**src/rtl/reset_sequencer_pkg.sv**
```systemverilog
// Shared state encoding and reset-cause codes for the reset sequencer.
package reset_sequencer_pkg;

  typedef enum logic [1:0] {
    ST_HOLD    = 2'b00,
    ST_REL_ARB = 2'b01,
    ST_RUN     = 2'b10
  } rseq_state_e;

  localparam logic [1:0] CAUSE_POR  = 2'b00;
  localparam logic [1:0] CAUSE_BTN  = 2'b01;
  localparam logic [1:0] CAUSE_SOFT = 2'b10;

endpackage

```
**src/rtl/reset_sequencer_button_filter.sv**
```systemverilog
// Pushbutton front end: synchronizer, level debounce and a one-cycle press pulse
// on the accepted 0->1 transition.
module button_filter
  import reset_sequencer_pkg::*;
#(
  parameter int SYNC_STAGES     = 2,
  parameter int DEBOUNCE_CYCLES = 500000,
  parameter int CNT_W           = 20
) (
  input  logic clk,
  input  logic rst,
  input  logic i_button,
  output logic o_stable,
  output logic o_press
);

  localparam logic [CNT_W-1:0] DEB_TC = CNT_W'(DEBOUNCE_CYCLES - 1);

  logic [SYNC_STAGES-1:0] sync_q, sync_d;
  logic                   stable_q, stable_d;
  logic                   press_q, press_d;
  logic [CNT_W-1:0]       dcnt_q, dcnt_d;
  logic                   synced;

  assign synced = sync_q[SYNC_STAGES-1];

  always_comb begin
    sync_d   = {sync_q[SYNC_STAGES-2:0], i_button};
    stable_d = stable_q;
    press_d  = 1'b0;
    dcnt_d   = '0;
    // Any agreement with the accepted level restarts the hold window.
    if (synced != stable_q) begin
      if (dcnt_q == DEB_TC) begin
        stable_d = synced;
        press_d  = synced;
      end else begin
        dcnt_d = dcnt_q + 1'b1;
      end
    end
  end

  always_ff @(posedge clk or posedge rst) begin
    if (rst) begin
      sync_q   <= '0;
      stable_q <= 1'b0;
      press_q  <= 1'b0;
      dcnt_q   <= '0;
    end else begin
      sync_q   <= sync_d;
      stable_q <= stable_d;
      press_q  <= press_d;
      dcnt_q   <= dcnt_d;
    end
  end

  assign o_stable = stable_q;
  assign o_press  = press_q;

endmodule

```
**src/rtl/reset_sequencer.sv**
```systemverilog
// Reset front end: merges global, button and software resets and releases the
// arbiter first, then the CPU, while keeping a sticky reset-cause code.
module reset_sequencer
  import reset_sequencer_pkg::*;
#(
  parameter int SYNC_STAGES     = 2,
  parameter int DEBOUNCE_CYCLES = 500000,
  parameter int ARB_HOLD        = 16,
  parameter int CPU_DELAY       = 16,
  parameter int CNT_W           = 20
) (
  input  logic       clk,
  input  logic       rst,
  input  logic       i_button,
  input  logic       i_soft_rst,
  output logic       o_rst_arb,
  output logic       o_rst_cpu,
  output logic       o_busy,
  output logic [1:0] o_cause
);

  localparam logic [CNT_W-1:0] ARB_TC = CNT_W'(ARB_HOLD - 1);
  localparam logic [CNT_W-1:0] CPU_TC = CNT_W'(CPU_DELAY - 1);

  rseq_state_e      state_q, state_d;
  logic [CNT_W-1:0] count_q, count_d;
  logic [1:0]       cause_q, cause_d;
  logic             rst_arb_q, rst_arb_d;
  logic             rst_cpu_q, rst_cpu_d;
  logic             busy_q, busy_d;
  logic             btn_stable, btn_press, press;

  button_filter #(
    .SYNC_STAGES    (SYNC_STAGES),
    .DEBOUNCE_CYCLES(DEBOUNCE_CYCLES),
    .CNT_W          (CNT_W)
  ) u_button_filter (
    .clk     (clk),
    .rst     (rst),
    .i_button(i_button),
    .o_stable(btn_stable),
    .o_press (btn_press)
  );

  // The pulse only ever coincides with the newly accepted high level.
  assign press = btn_press & btn_stable;

  always_comb begin
    state_d = state_q;
    count_d = count_q + 1'b1;
    cause_d = cause_q;
    unique case (state_q)
      ST_HOLD: begin
        if (press) begin
          count_d = '0;
          cause_d = CAUSE_BTN;
        end else if (count_q == ARB_TC) begin
          state_d = ST_REL_ARB;
          count_d = '0;
        end
      end
      ST_REL_ARB: begin
        if (press) begin
          state_d = ST_HOLD;
          count_d = '0;
          cause_d = CAUSE_BTN;
        end else if (count_q == CPU_TC) begin
          state_d = ST_RUN;
          count_d = '0;
        end
      end
      ST_RUN: begin
        count_d = '0;
        if (press) begin
          state_d = ST_HOLD;
          cause_d = CAUSE_BTN;
        end else if (i_soft_rst) begin
          state_d = ST_HOLD;
          cause_d = CAUSE_SOFT;
        end
      end
      default: begin
        state_d = ST_HOLD;
        count_d = '0;
      end
    endcase
    rst_arb_d = (state_d == ST_HOLD);
    rst_cpu_d = (state_d != ST_RUN);
    busy_d    = (state_d != ST_RUN);
  end

  always_ff @(posedge clk or posedge rst) begin
    if (rst) begin
      state_q   <= ST_HOLD;
      count_q   <= '0;
      cause_q   <= CAUSE_POR;
      rst_arb_q <= 1'b1;
      rst_cpu_q <= 1'b1;
      busy_q    <= 1'b1;
    end else begin
      state_q   <= state_d;
      count_q   <= count_d;
      cause_q   <= cause_d;
      rst_arb_q <= rst_arb_d;
      rst_cpu_q <= rst_cpu_d;
      busy_q    <= busy_d;
    end
  end

  assign o_rst_arb = rst_arb_q;
  assign o_rst_cpu = rst_cpu_q;
  assign o_busy    = busy_q;
  assign o_cause   = cause_q;

endmodule
```
**config.mk**
```make
export PLATFORM = sky130hd
export DESIGN_NAME = reset_sequencer
export DESIGN_NICKNAME = d
export VERILOG_FILES = /design/src/rtl/reset_sequencer_pkg.sv /design/src/rtl/reset_sequencer_button_filter.sv /design/src/rtl/reset_sequencer.sv
export SDC_FILE = /design/constraint.sdc
export NUM_CORES = 1
export LEC_CHECK = 0
export BUFFER_PORTS_ARGS = -buffer_cell sky130_fd_sc_hd__buf_2
export CAP_MARGIN = 20
export CORE_UTILIZATION = 29
export DETAILED_ROUTE_END_ITERATION = 6
export GPL_TIMING_DRIVEN = 0
export SETUP_SLACK_MARGIN = 0.15
export SLEW_MARGIN = 5
export SYNTH_ARGS = -nofsm -noshare
export SYNTH_HDL_FRONTEND = slang
export SYNTH_SLANG_ARGS = --single-unit
```
**constraint.sdc**
```tcl
create_clock -name clk -period 2.4 [get_ports clk]
set_clock_uncertainty 0.05 [all_clocks]
set_input_delay 0.24 -clock clk [delete_from_list [all_inputs] [get_ports clk]]
set_output_delay 0.24 -clock clk [all_outputs]
set_load 0.05 [all_outputs]
```
==> impl_metrics.json <==
{
  "register_area_mm2": 0.00125,
  "grt_max_degree": 35,
  "root_buffer": "clkbuf_8",
  "crit_fanout": 10,
  "final_cell_area_mm2": 0.00284,
  "fill_cells": 861,
  "cts.path.max_buffers": 2,
  "endpoint_kind": "flop",
  "crit_start": "count_q[8]$_DFF_PP0_",
  "nets": 278,
  "dp_slack_ns": 0.288,
  "routedWlPerCell_um": 12.6,
  "timing.final.crit_period_ns": 2.06,
  "maxCapViolations": 0,
  "clock_sinks": 50,
  "die_width_um": 94.4,
  "maxSlewViolCount": 0,
  "routabilityCongestion": 0.772,
  "synth_edf_count": 0,
  "status": "completed",
  "routed_wl_mm": 4.77,
  "fin_setup_tns_ns": 0,
  "grt_pass1_vias": 1773,
  "syn_inst": 254,
  "clk-insertion-delay-late_ns": 0.30,
  "syn_area_mm2": 0.00248,
  "post-cts-setup-buffer-count": 0,
  "worst_setup_path_start_kind": "flop",
  "drcViolationCount": 0,
  "timing.rr.start": "count_q[8]$_DFF_PP0_",
  "ys_types": 38,
  "ys_warn_count": 0,
  "area_delta_synth_final_pct": 14.6,
  "power_per_cell_area_mw_per_mm2": 732,
  "fin_crit_sh": 0.857,
  "core-area_mm2": 0.00826,
  "critPathArrivalTime_ns": 2.20,
  "hold_class": "input pin to flop",
  "crit_type": "flop to flop",
  "worstPathRequired_ns": 2.54,
  "tightest_slew_ns": 0.660,
  "hp-start": "i_soft_rst",
  "rsz0062_at_grt": "false",
  "finalHoldViolCount": 0,
  "diodes": 0,
  "hold_depth": 4,
  "cts_buffers": 5,
  "io_buffer_count": 8,
  "die_h_um": 94.4,
  "syn_area_per_cell_um2": 9.75,
  "placed_cell_area_mm2": 0.00267,
  "timing.fmax_mhz": 486,
  "rr_worst_depth": 5,
  "cts_tree": "done",
  "htreeDepth": 2,
  "setup_violations": 0,
  "grt.overflow.total": 0,
  "fin_ws_ns": 0.343,
  "grt_pass1_wl_mm": 8.45,
  "async_reset_ff_frac": 1.00,
  "grt_usage": 0.120,
  "relSlewSlack": 0.554,
  "dp_hpwl_mm": 3.30,
  "ir_worst_vdd_uv": 277,
  "vias": 1897,
  "syn_nets": 260,
  "antenna_found_initial": 0,
  "ant_nets": 0,
  "drt_iter0_markers": 71,
  "rows": 33,
  "multi_input_area_mm2": 0.00114,
  "num_io_pins": 9,
  "firstDrtPassIters": 4,
  "avgViaCountPerCell": 5.02,
  "synth-seq-cells": 50,
  "yosysSeqAreaShare": 0.506,
  "leakagePower_nw": 1.15,
  "dieArea_mm2": 0.00892,
  "synthFlopType": "dfrtp_1",
  "drive_gt1_frac": 0.136,
  "initial_core_util": 0.300,
  "path_clk_slew_ns": 0.09
}
-- area by class of cell --
| class | count | share of cell area |
|---|---|---|
| sequential | 50 | 0.442 |
| multi-input combinational | 185 | 0.401 |
| tap | 105 | 0.0463 |
| clock buffer | 6 | 0.0291 |
| timing repair buffer | 11 | 0.0282 |
| clock inverter | 2 | 0.0212 |
| buffer | 7 | 0.0172 |
| inverter | 12 | 0.0159 |
-- cells by family after synthesis --
kind of cell	after synthesis	synth area share
AND/OR/NAND/NOR	126	0.263
flip-flops	50	0.506
XOR/XNOR	29	0.103
AO/OA/AOI/OAI	25	0.0682
buffers and inverters	19	0.0379
multiplexers	3	0.0126
adder cells (fa/ha/maj)	2	0.0101
-- sequential cells by signal, summed over array words and instances, names as in the netlist --
| name | cells |
|---|---|
| u_button_filter.o_stable | 1 |
| o_busy | 1 |
| u_button_filter.sync_q | 2 |
| u_button_filter.o_press | 1 |
| o_rst_arb | 1 |
| count_q | 20 |
| state_q | 2 |
| o_cause | 2 |
| u_button_filter.dcnt_q | 20 |
-- worst max-delay path, cell delays in order (launching register included) --
cell	delay, ns
dfrtp_1	0.43
nor4_1	0.47
nand3_1	0.25
o21ai_4	0.37
buf_2	0.29
nor2_1	0.08
-- stage by stage --
stage	utilization	std cells	power (mW)	hold WS, ns
2_1_floorplan	-	254	1.27	0.221
3_3_place_gp	0.321	367	1.35	0.309
3_5_place_dp	0.323	368	1.36	0.205
4_1_cts	0.343	378	2.10	0.220
5_1_grt	0.344	378	2.19	0.246
6_report	0.344	378	2.08	0.230
-- report_power, final --
group          internal, mW  switching, mW  total (mW)
Combinational         0.126          0.221       0.347
Clock                 0.444          0.281       0.726
Sequential            0.921         0.0838        1.01
-- repair_timing --
action | CTS | global route
hold endpoints to repair | 17 | 0
endpoints found under the setup margin | 0 | 10
hold buffers | 2 | 0
gates resized for setup | 0 | 1
-- cell usage in the layout, fill, tap and decap left out, drive strengths merged --
cell type	instances
buf	15
xor2	7
a32o	1
a21oi	10
clkbuf	7
or3	4
a22o	1
and4	1
nor3b	2
bufinv	2
nand3	19
ha	2
dfstp	2
or4	4
mux2	1
a21o	1
a31o	3
dfrtp	48
nor3	11
nor4	12
inv	12
nand2	14
o31ai	4
nor4b	1
dlygate4sd3	2
and3	2
nor2	42
o21ai	4
mux2i	2
a32oi	1
nand4	14
xnor2	22
-- synthesized netlist by cell type, drive strengths merged, types with 2 or more instances --
cell type  count  area share
dfrtp         48        0.48
nor2          42       0.064
xnor2         22       0.078
nand3         19       0.038
nand2         14       0.021
nand4         14       0.040
inv           12       0.018
nor4          12       0.033
nor3          11       0.022
a21oi         10       0.022
xor2           7       0.025
buf            6       0.018
o21ai          4      0.0096
o31ai          4       0.012
or3            4       0.012
or4            4       0.014
a31o           3       0.011
and3           2      0.0050
dfstp          2       0.021
ha             2       0.010
mux2i          2      0.0081
nor3b          2      0.0061
-- routing by layer --
layer,routed length [um],up-vias,track usage
met4,65,0,0.0436
met5,0,-,0
met1,2390,937,0.176
met2,2220,21,0.175
met3,98,5,0.0201
li1,-,934,-
-- worst paths after layout --
check,slack (ns),end
max in group asynchronous,1.32,o_busy$_DFF_PP1_
worst max register to register,0.34,count_q[9]$_DFF_PP0_
worst min-delay path,0.23,o_cause[0]$_DFFE_PP0P_
worst min register to register,0.37,u_button_filter.sync_q[1]$_DFF_PP0_
min in group asynchronous,0.41,u_button_filter.dcnt_q[14]$_DFF_PP0_
worst max-delay path,0.34,count_q[9]$_DFF_PP0_
Power figures use the tool's default switching activity.
